<file path="src/rtl/leaf_pkg.sv">
// Purpose : shared packet layout, field positions and arbiter state type for the leaf multi-channel interface.
// Latency : n/a (types, constants and a helper function only).
// Backpressure: n/a.
package leaf_pkg;

    localparam int PKT_W        = 49;
    localparam int VALID_BIT    = 48;
    localparam int DST_LEAF_LSB = 43;
    localparam int DST_LEAF_W   = 5;
    localparam int DST_PORT_LSB = 39;
    localparam int DST_PORT_W   = 4;
    localparam int SRC_LSB      = 32;
    localparam int SRC_W        = 7;
    localparam int PAYLOAD_W    = 32;

    // Field order matches the bit positions above, MSB first.
    typedef struct packed {
        logic                  valid;
        logic [DST_LEAF_W-1:0] dst_leaf;
        logic [DST_PORT_W-1:0] dst_port;
        logic [SRC_W-1:0]      src;
        logic [PAYLOAD_W-1:0]  payload;
    } pkt_t;

    typedef enum logic {
        ARB_IDLE = 1'b0,
        ARB_SEND = 1'b1
    } arb_state_e;

    function automatic logic [DST_PORT_W-1:0] get_port(input logic [PKT_W-1:0] pkt);
        return pkt[DST_PORT_LSB +: DST_PORT_W];
    endfunction

endpackage

</file>
<file path="src/rtl/leaf_pkt_fifo.sv">
// Purpose : synchronous packet FIFO with occupancy count and registered almost-full flag.
// Latency : a pushed word is visible at pop_dat_o the cycle after the push.
// Backpressure: afull_o is high while occupancy >= DEPTH-1; pushes into a full FIFO are discarded.
//
// Ports: clk/reset (async active-high), push_i/push_dat_i write side,
//        pop_i/pop_dat_o read side (head is combinational), count_o occupancy, afull_o.
module leaf_pkt_fifo #(
    parameter int WIDTH = 49,
    parameter int DEPTH = 4,
    localparam int AW   = (DEPTH > 1) ? $clog2(DEPTH) : 1,
    localparam int CW   = $clog2(DEPTH) + 1
) (
    input  logic             clk,
    input  logic             reset,
    input  logic             push_i,
    input  logic [WIDTH-1:0] push_dat_i,
    input  logic             pop_i,
    output logic [WIDTH-1:0] pop_dat_o,
    output logic [CW-1:0]    count_o,
    output logic             afull_o
);

    logic [WIDTH-1:0] mem_q [DEPTH];
    logic [AW-1:0]    wr_ptr_q;
    logic [AW-1:0]    rd_ptr_q;
    logic [CW-1:0]    count_q;
    logic [CW-1:0]    count_d;
    logic             afull_q;
    logic             full;
    logic             empty;
    logic             do_push;
    logic             do_pop;

    assign full    = (count_q == CW'(DEPTH));
    assign empty   = (count_q == '0);
    assign do_push = push_i && !full;
    assign do_pop  = pop_i && !empty;

    always_comb begin
        count_d = count_q;
        if (do_push && !do_pop) begin
            count_d = count_q + 1'b1;
        end else if (!do_push && do_pop) begin
            count_d = count_q - 1'b1;
        end
    end

    always_ff @(posedge clk or posedge reset) begin
        if (reset) begin
            wr_ptr_q <= '0;
            rd_ptr_q <= '0;
            count_q  <= '0;
            afull_q  <= 1'b0;
        end else begin
            if (do_push) begin
                wr_ptr_q <= wr_ptr_q + 1'b1;
            end
            if (do_pop) begin
                rd_ptr_q <= rd_ptr_q + 1'b1;
            end
            count_q <= count_d;
            // Flag on the post-update count so a writer reacting one cycle late still has a free slot.
            afull_q <= (count_d >= CW'(DEPTH - 1));
        end
    end

    // Storage needs no reset: the pointers and count define what is valid.
    always_ff @(posedge clk) begin
        if (do_push) begin
            mem_q[wr_ptr_q] <= push_dat_i;
        end
    end

    assign pop_dat_o = mem_q[rd_ptr_q];
    assign count_o   = count_q;
    assign afull_o   = afull_q;

    a_no_overflow: assert property (@(posedge clk) disable iff (reset) !(push_i && full));

endmodule

</file>
<file path="src/rtl/leaf_multi_arbiter.sv">
// Purpose : concentrates NUM_CH child leaf ports onto one BFT leaf port and demuxes BFT traffic back by dst_port.
// Latency : upstream 2 cycles (FIFO write, arbiter pop) uncontended; downstream 1 cycle.
// Backpressure: resend holds dout and stalls pops; ch_resend per child when its FIFO nears full; downstream has none.
//
// Ports: clk, reset (async active-high), ap_start -> ch_ap_start (1-cycle copy),
//        din_leaf_bft2interface -> ch_dout (demux), ch_din -> dout_leaf_interface2bft (arbiter),
//        resend / ch_resend flow control, drop_cnt saturating count of packets to nonexistent ports.
module leaf_multi_arbiter #(
    parameter int NUM_CH     = 4,
    parameter int PKT_W      = leaf_pkg::PKT_W,
    parameter int PORT_LSB   = leaf_pkg::DST_PORT_LSB,
    parameter int FIFO_DEPTH = 4
) (
    input  logic                    clk,
    input  logic                    reset,
    input  logic                    ap_start,
    input  logic [PKT_W-1:0]        din_leaf_bft2interface,
    output logic [PKT_W-1:0]        dout_leaf_interface2bft,
    input  logic                    resend,
    input  logic [NUM_CH*PKT_W-1:0] ch_din,
    output logic [NUM_CH*PKT_W-1:0] ch_dout,
    output logic [NUM_CH-1:0]       ch_resend,
    output logic [NUM_CH-1:0]       ch_ap_start,
    output logic [15:0]             drop_cnt
);
    import leaf_pkg::*;

    localparam int CH_W  = (NUM_CH > 1) ? $clog2(NUM_CH) : 1;
    localparam int CNT_W = $clog2(FIFO_DEPTH) + 1;

    logic [PKT_W-1:0]  fifo_head [NUM_CH];
    logic [CNT_W-1:0]  fifo_cnt  [NUM_CH];
    logic [NUM_CH-1:0] fifo_push;
    logic [NUM_CH-1:0] fifo_pop;
    logic [NUM_CH-1:0] fifo_req;

    arb_state_e        state_q;
    logic [PKT_W-1:0]  dout_q;
    logic [CH_W-1:0]   rr_ptr_q;
    logic [CH_W-1:0]   gnt_idx;
    logic [CH_W-1:0]   rr_next;
    logic              gnt_found;
    logic              pop_en;

    logic [PKT_W-1:0]  ch_dout_q [NUM_CH];
    logic [NUM_CH-1:0] ch_ap_start_q;
    logic [15:0]       drop_cnt_q;

    // ---------------- upstream FIFOs ----------------
    for (genvar i = 0; i < NUM_CH; i++) begin : g_ch
        assign fifo_push[i] = ch_din[i*PKT_W + PKT_W - 1] && !ch_resend[i];
        assign fifo_req[i]  = (fifo_cnt[i] != '0);
        assign fifo_pop[i]  = pop_en && (gnt_idx == CH_W'(i));

        leaf_pkt_fifo #(
            .WIDTH (PKT_W),
            .DEPTH (FIFO_DEPTH)
        ) u_fifo (
            .clk        (clk),
            .reset      (reset),
            .push_i     (fifo_push[i]),
            .push_dat_i (ch_din[i*PKT_W +: PKT_W]),
            .pop_i      (fifo_pop[i]),
            .pop_dat_o  (fifo_head[i]),
            .count_o    (fifo_cnt[i]),
            .afull_o    (ch_resend[i])
        );

        assign ch_dout[i*PKT_W +: PKT_W] = ch_dout_q[i];
    end

    // ---------------- round-robin pick ----------------
    // Scan offsets from the far end down so the smallest offset from rr_ptr wins.
    always_comb begin
        logic [CH_W:0] sum;
        gnt_idx   = '0;
        gnt_found = 1'b0;
        sum       = '0;
        for (int k = NUM_CH - 1; k >= 0; k--) begin
            sum = {1'b0, rr_ptr_q} + (CH_W+1)'(k);
            if (sum >= (CH_W+1)'(NUM_CH)) begin
                sum = sum - (CH_W+1)'(NUM_CH);
            end
            if (fifo_req[sum[CH_W-1:0]]) begin
                gnt_idx   = sum[CH_W-1:0];
                gnt_found = 1'b1;
            end
        end
    end

    assign rr_next = (gnt_idx == CH_W'(NUM_CH - 1)) ? '0 : gnt_idx + 1'b1;
    // An empty output register may always be loaded; a full one only when the BFT took it.
    assign pop_en  = gnt_found && ((state_q == ARB_IDLE) || !resend);

    always_ff @(posedge clk or posedge reset) begin
        if (reset) begin
            state_q  <= ARB_IDLE;
            dout_q   <= '0;
            rr_ptr_q <= '0;
        end else begin
            case (state_q)
                ARB_IDLE: begin
                    if (pop_en) begin
                        dout_q   <= fifo_head[gnt_idx];
                        rr_ptr_q <= rr_next;
                        state_q  <= ARB_SEND;
                    end
                end
                ARB_SEND: begin
                    if (!resend) begin
                        if (pop_en) begin
                            dout_q   <= fifo_head[gnt_idx];
                            rr_ptr_q <= rr_next;
                        end else begin
                            dout_q  <= '0;
                            state_q <= ARB_IDLE;
                        end
                    end
                end
                default: begin
                    state_q <= ARB_IDLE;
                end
            endcase
        end
    end

    assign dout_leaf_interface2bft = dout_q;

    // ---------------- downstream demux ----------------
    logic [DST_PORT_W-1:0] din_port;
    logic                  din_vld;
    logic                  din_port_ok;

    assign din_port    = din_leaf_bft2interface[PORT_LSB +: DST_PORT_W];
    assign din_vld     = din_leaf_bft2interface[PKT_W-1];
    assign din_port_ok = ({1'b0, din_port} < (DST_PORT_W+1)'(NUM_CH));

    always_ff @(posedge clk or posedge reset) begin
        if (reset) begin
            for (int i = 0; i < NUM_CH; i++) begin
                ch_dout_q[i] <= '0;
            end
            ch_ap_start_q <= '0;
            drop_cnt_q    <= '0;
        end else begin
            for (int i = 0; i < NUM_CH; i++) begin
                ch_dout_q[i] <= (din_vld && din_port_ok && (din_port == DST_PORT_W'(i)))
                                ? din_leaf_bft2interface : '0;
            end
            ch_ap_start_q <= {NUM_CH{ap_start}};
            if (din_vld && !din_port_ok && (drop_cnt_q != 16'hFFFF)) begin
                drop_cnt_q <= drop_cnt_q + 1'b1;
            end
        end
    end

    assign ch_ap_start = ch_ap_start_q;
    assign drop_cnt    = drop_cnt_q;

endmodule

</file>
<file path="config.mk">
export PLATFORM = sky130hd
export DESIGN_NAME = leaf_multi_arbiter
export DESIGN_NICKNAME = d
export VERILOG_FILES = /design/src/rtl/leaf_pkg.sv /design/src/rtl/leaf_pkt_fifo.sv /design/src/rtl/leaf_multi_arbiter.sv
export SDC_FILE = /design/constraint.sdc
export NUM_CORES = 1
export LEC_CHECK = 0
export BUFFER_PORTS_ARGS = -buffer_cell sky130_fd_sc_hd__buf_2
export CORE_ASPECT_RATIO = 0.9
export CORE_UTILIZATION = 54
export CTS_BUF_LIST = sky130_fd_sc_hd__clkbuf_2
export DETAILED_ROUTE_END_ITERATION = 10
export PLACE_DENSITY = 0.85
export SLEW_MARGIN = 30
export SYNTH_ARGS = -nofsm -noshare
export SYNTH_HDL_FRONTEND = slang
export SYNTH_HIERARCHICAL = 1
export SYNTH_SLANG_ARGS = --single-unit
</file>
<file path="constraint.sdc">
create_clock -name clk -period 7.9 [get_ports clk]
set_input_delay 0.395 -clock clk [delete_from_list [all_inputs] [get_ports clk]]
set_output_delay 0.395 -clock clk [all_outputs]
set_load 0.02 [all_outputs]
</file>
==> results.json <==
{
  "status": "complete, no violations",
  "grt_pass1_vias": 27000,
  "syn_inst": 2027,
  "clk_latency_ns": 1.52,
  "dp_hpwl_mm": 67.5,
  "hold_path_class": "in2reg",
  "finish.utilization_pct": 69.4,
  "async_flop_share_pct": 27.5,
  "clkSinkCount": 1081,
  "grt_max_degree": 150,
  "first_iter_violations": 2056,
  "cts_made_buffers": 277,
  "gr-total-overflow": 0,
  "synthTopCellsByCount": "edfxtp_1 (784), dfrtp_1 (297), mux4_2 (196)",
  "critical_path.startpoint": "g_ch[3].u_fifo/count_o[0]",
  "ys_ff_latch": 1081,
  "postCtsSetupBuffers": 0,
  "root_buffer": "clkbuf_2",
  "grt_pass1_wl_mm": 164,
  "antenna_left": 0,
  "max_stage_delay_ns": 0.68,
  "nNetsFinal": 3558,
  "maxCapViolCount": 0,
  "clk_pin_slew_ns": 0.12,
  "port_buffers": 517,
  "hold_end": "g_ch[1].u_fifo/wr_ptr_q[0]",
  "syn_to_final_growth_pct": 27.2,
  "grt_antenna_before_repair": 20,
  "ioPinCount": 518,
  "reg2reg_slack_ns": 4.11,
  "via_per_inst": 5.60,
  "worstHoldPathCells": 5,
  "leakage_nw": 21.2,
  "yosysSeqAreaShare_pct": 75.9,
  "reg2reg_from": "g_ch[3].u_fifo/count_o[0]",
  "synth_area_um2": 40800,
  "layout_min_cycle_time_ns": 3.79,
  "cts_max_level": 5,
  "drive_gt1_share_pct": 35.9,
  "critical_path_class": "reg2reg",
  "setup_tns_ns": 0,
  "rsz0062_at_grt": "no",
  "drtPass1Iterations": 6,
  "drc": 0,
  "clockBufferDepth": 4,
  "cp_max_fo": 31,
  "path_delay_family": "simple AND/OR/NAND/NOR gates",
  "skew_ns": 0.140,
  "die_h_um": 263,
  "hp-start": "ch_din[97]",
  "ys_top_cells_by_area": "edfxtp_1 (58%), dfrtp_1 (18%), mux4_2 (11%)",
  "start_util_pct": 54.6,
  "synth_top_area_share_pct": 57.7,
  "max_slew_margin_pct": 33.1,
  "globalplace.congestion": 0.875,
  "setup_viol": 0,
  "cp_data_arrival_time_ns": 5.18,
  "die_w_um": 292,
  "slowest_stage": "o2bb2ai_4",
  "die-area_um2": 76700,
  "required_ns": 9.28,
  "synth_edf_count": 784,
  "yosysWarningCount": 6,
  "peakVddDrop_uv": 306,
  "core_um2": 74800,
  "critPathBufInv": 1,
  "worst_setup_path_start_kind": "flop",
  "cp_cell_sequence": "nor3_1 -> o21ai_1 -> o2bb2ai_4 -> buf_4 -> ha_1 -> and2_1 -> nand3b_4 -> or3_1 -> nand4b_1",
  "synth_top_area_cell": "edfxtp_1",
  "slew_violations": 0,
  "synth.most_common_cell": "edfxtp_1",
  "wl_per_cell_um": 24.7,
  "path_depth": 9,
  "routed-via-count": 24900,
  "worstMarginPinSlew_ns": 1.00,
  "final_hold_viol_count": 0,
  "fmaxAchievable_ghz": 0.264,
  "cts_tree": "yes",
  "synth_flop_cell": "edfxtp_1",
  "end_kind": "flop",
  "postSynthAreaPerCell_um2": 20.1,
  "rr_endpoint": "g_ch[1].u_fifo/afull_o",
  "p_per_area_nw_per_um2": 321,
  "routed_wl_mm": 110,
  "reg2reg_depth": 9,
  "rows": 95,
  "synth_cell_types": 59,
  "finalCritPeriodShare_pct": 48.0,
  "track_usage_pct": 29.2
}
metrics by stage:
step | hold WS [ns] | power [mW] | area, um2 | instances | worst slack [ns]
global route | 0.123 | 17.4 | 51900 | 4437 | 3.90
finish | 0.213 | 16.7 | 51900 | 4443 | 4.11
detailed placement | 0.466 | 12.8 | 44500 | 3464 | 4.26
floorplan | 0.211 | 11.1 | 40900 | 2038 | 0.208
CTS | 0.0270 | 16.6 | 51900 | 4423 | 4.21
global placement | 0.467 | 12.5 | 44500 | 3464 | 4.46
cells in the final DEF (no fill, tap or decap), drive strengths merged, types with 33 or more instances in the layout:
cell type	instances
ha	33
and2	197
nand2	77
dlygate4sd3	503
mux2i	98
o221ai	49
clkinv	40
mux4	196
edfxtp	784
dfrtp	297
buf	550
clkbuf	409
power breakdown:
| group | leakage (nW) | internal, mW | total (mW) | switching (mW) |
|---|---|---|---|---|
| combinational | 8.24 | 2.25 | 5.36 | 3.11 |
| clock | 1.85 | 1.49 | 3.69 | 2.20 |
| sequential | 11.1 | 7.12 | 7.61 | 0.495 |
| total | 21.2 | 10.9 | 16.7 | 5.80 |
layer usage:
metal	share of wire, %	routed length [um]	track usage [%]
met2	53	58300	50.9
met5	0.10	110	0
met4	4.3	4740	14.6
met3	8.9	9740	8.59
met1	34	37100	32.4
cell type report:
class	count	area, um2
multi-input combinational	834	9320
sequential	1081	31000
antenna	20	50.0
timing repair buffer	1053	7890
fill	4490	22800
inverter	29	121
clock inverter	47	289
tap	970	1210
clock buffer	409	2050
tightest hold or removal path, cell delays in order:
cell and delay, ns:
dlygate4sd3_1 0.57, buf_2 0.15, nor2b_1 0.19, a21boi_4 0.20, xnor2_1 0.13
flip-flops by register name, summed over array words and instances, names as in the netlist:
signal and count:
g_ch.u_fifo/mem_q 784, ch_dout 196, dout_leaf_interface2bft 49, drop_cnt 16, g_ch.u_fifo/count_o 12, g_ch.u_fifo/rd_ptr_q 8
g_ch.u_fifo/wr_ptr_q 8, g_ch.u_fifo/afull_o 4, rr_ptr_q 2, ch_ap_start 1, state_q 1
logic make-up after synthesis:
kind of cell	share of synthesized area, %
AOI/OAI and AO/OA	2.29
muxes	13.3
buffers and inverters	1.52
and+or+nand+nor	5.37
other	0.00918
xor gates and xnor gates	0.665
DFF	75.9
adders and majority gates	1.01
what timing repair did:
item,in CTS,in global routing
resized for setup,0,0
setup endpoints to repair,0,0
hold buffers,503,0
endpoints found under the hold margin,1370,0
worst max path at each step:
stage | to | slack (ns)
final | g_ch[1].u_fifo/afull_o | 4.11
after global routing | g_ch[1].u_fifo/afull_o | 3.90
after CTS | g_ch[1].u_fifo/afull_o | 4.21
after detailed placement | g_ch[1].u_fifo/afull_o | 4.26
after global placement | g_ch[1].u_fifo/afull_o | 4.46
after floorplan | ch_ap_start[0] | 0.21
Note: power is estimated with default switching activity, not from simulation.
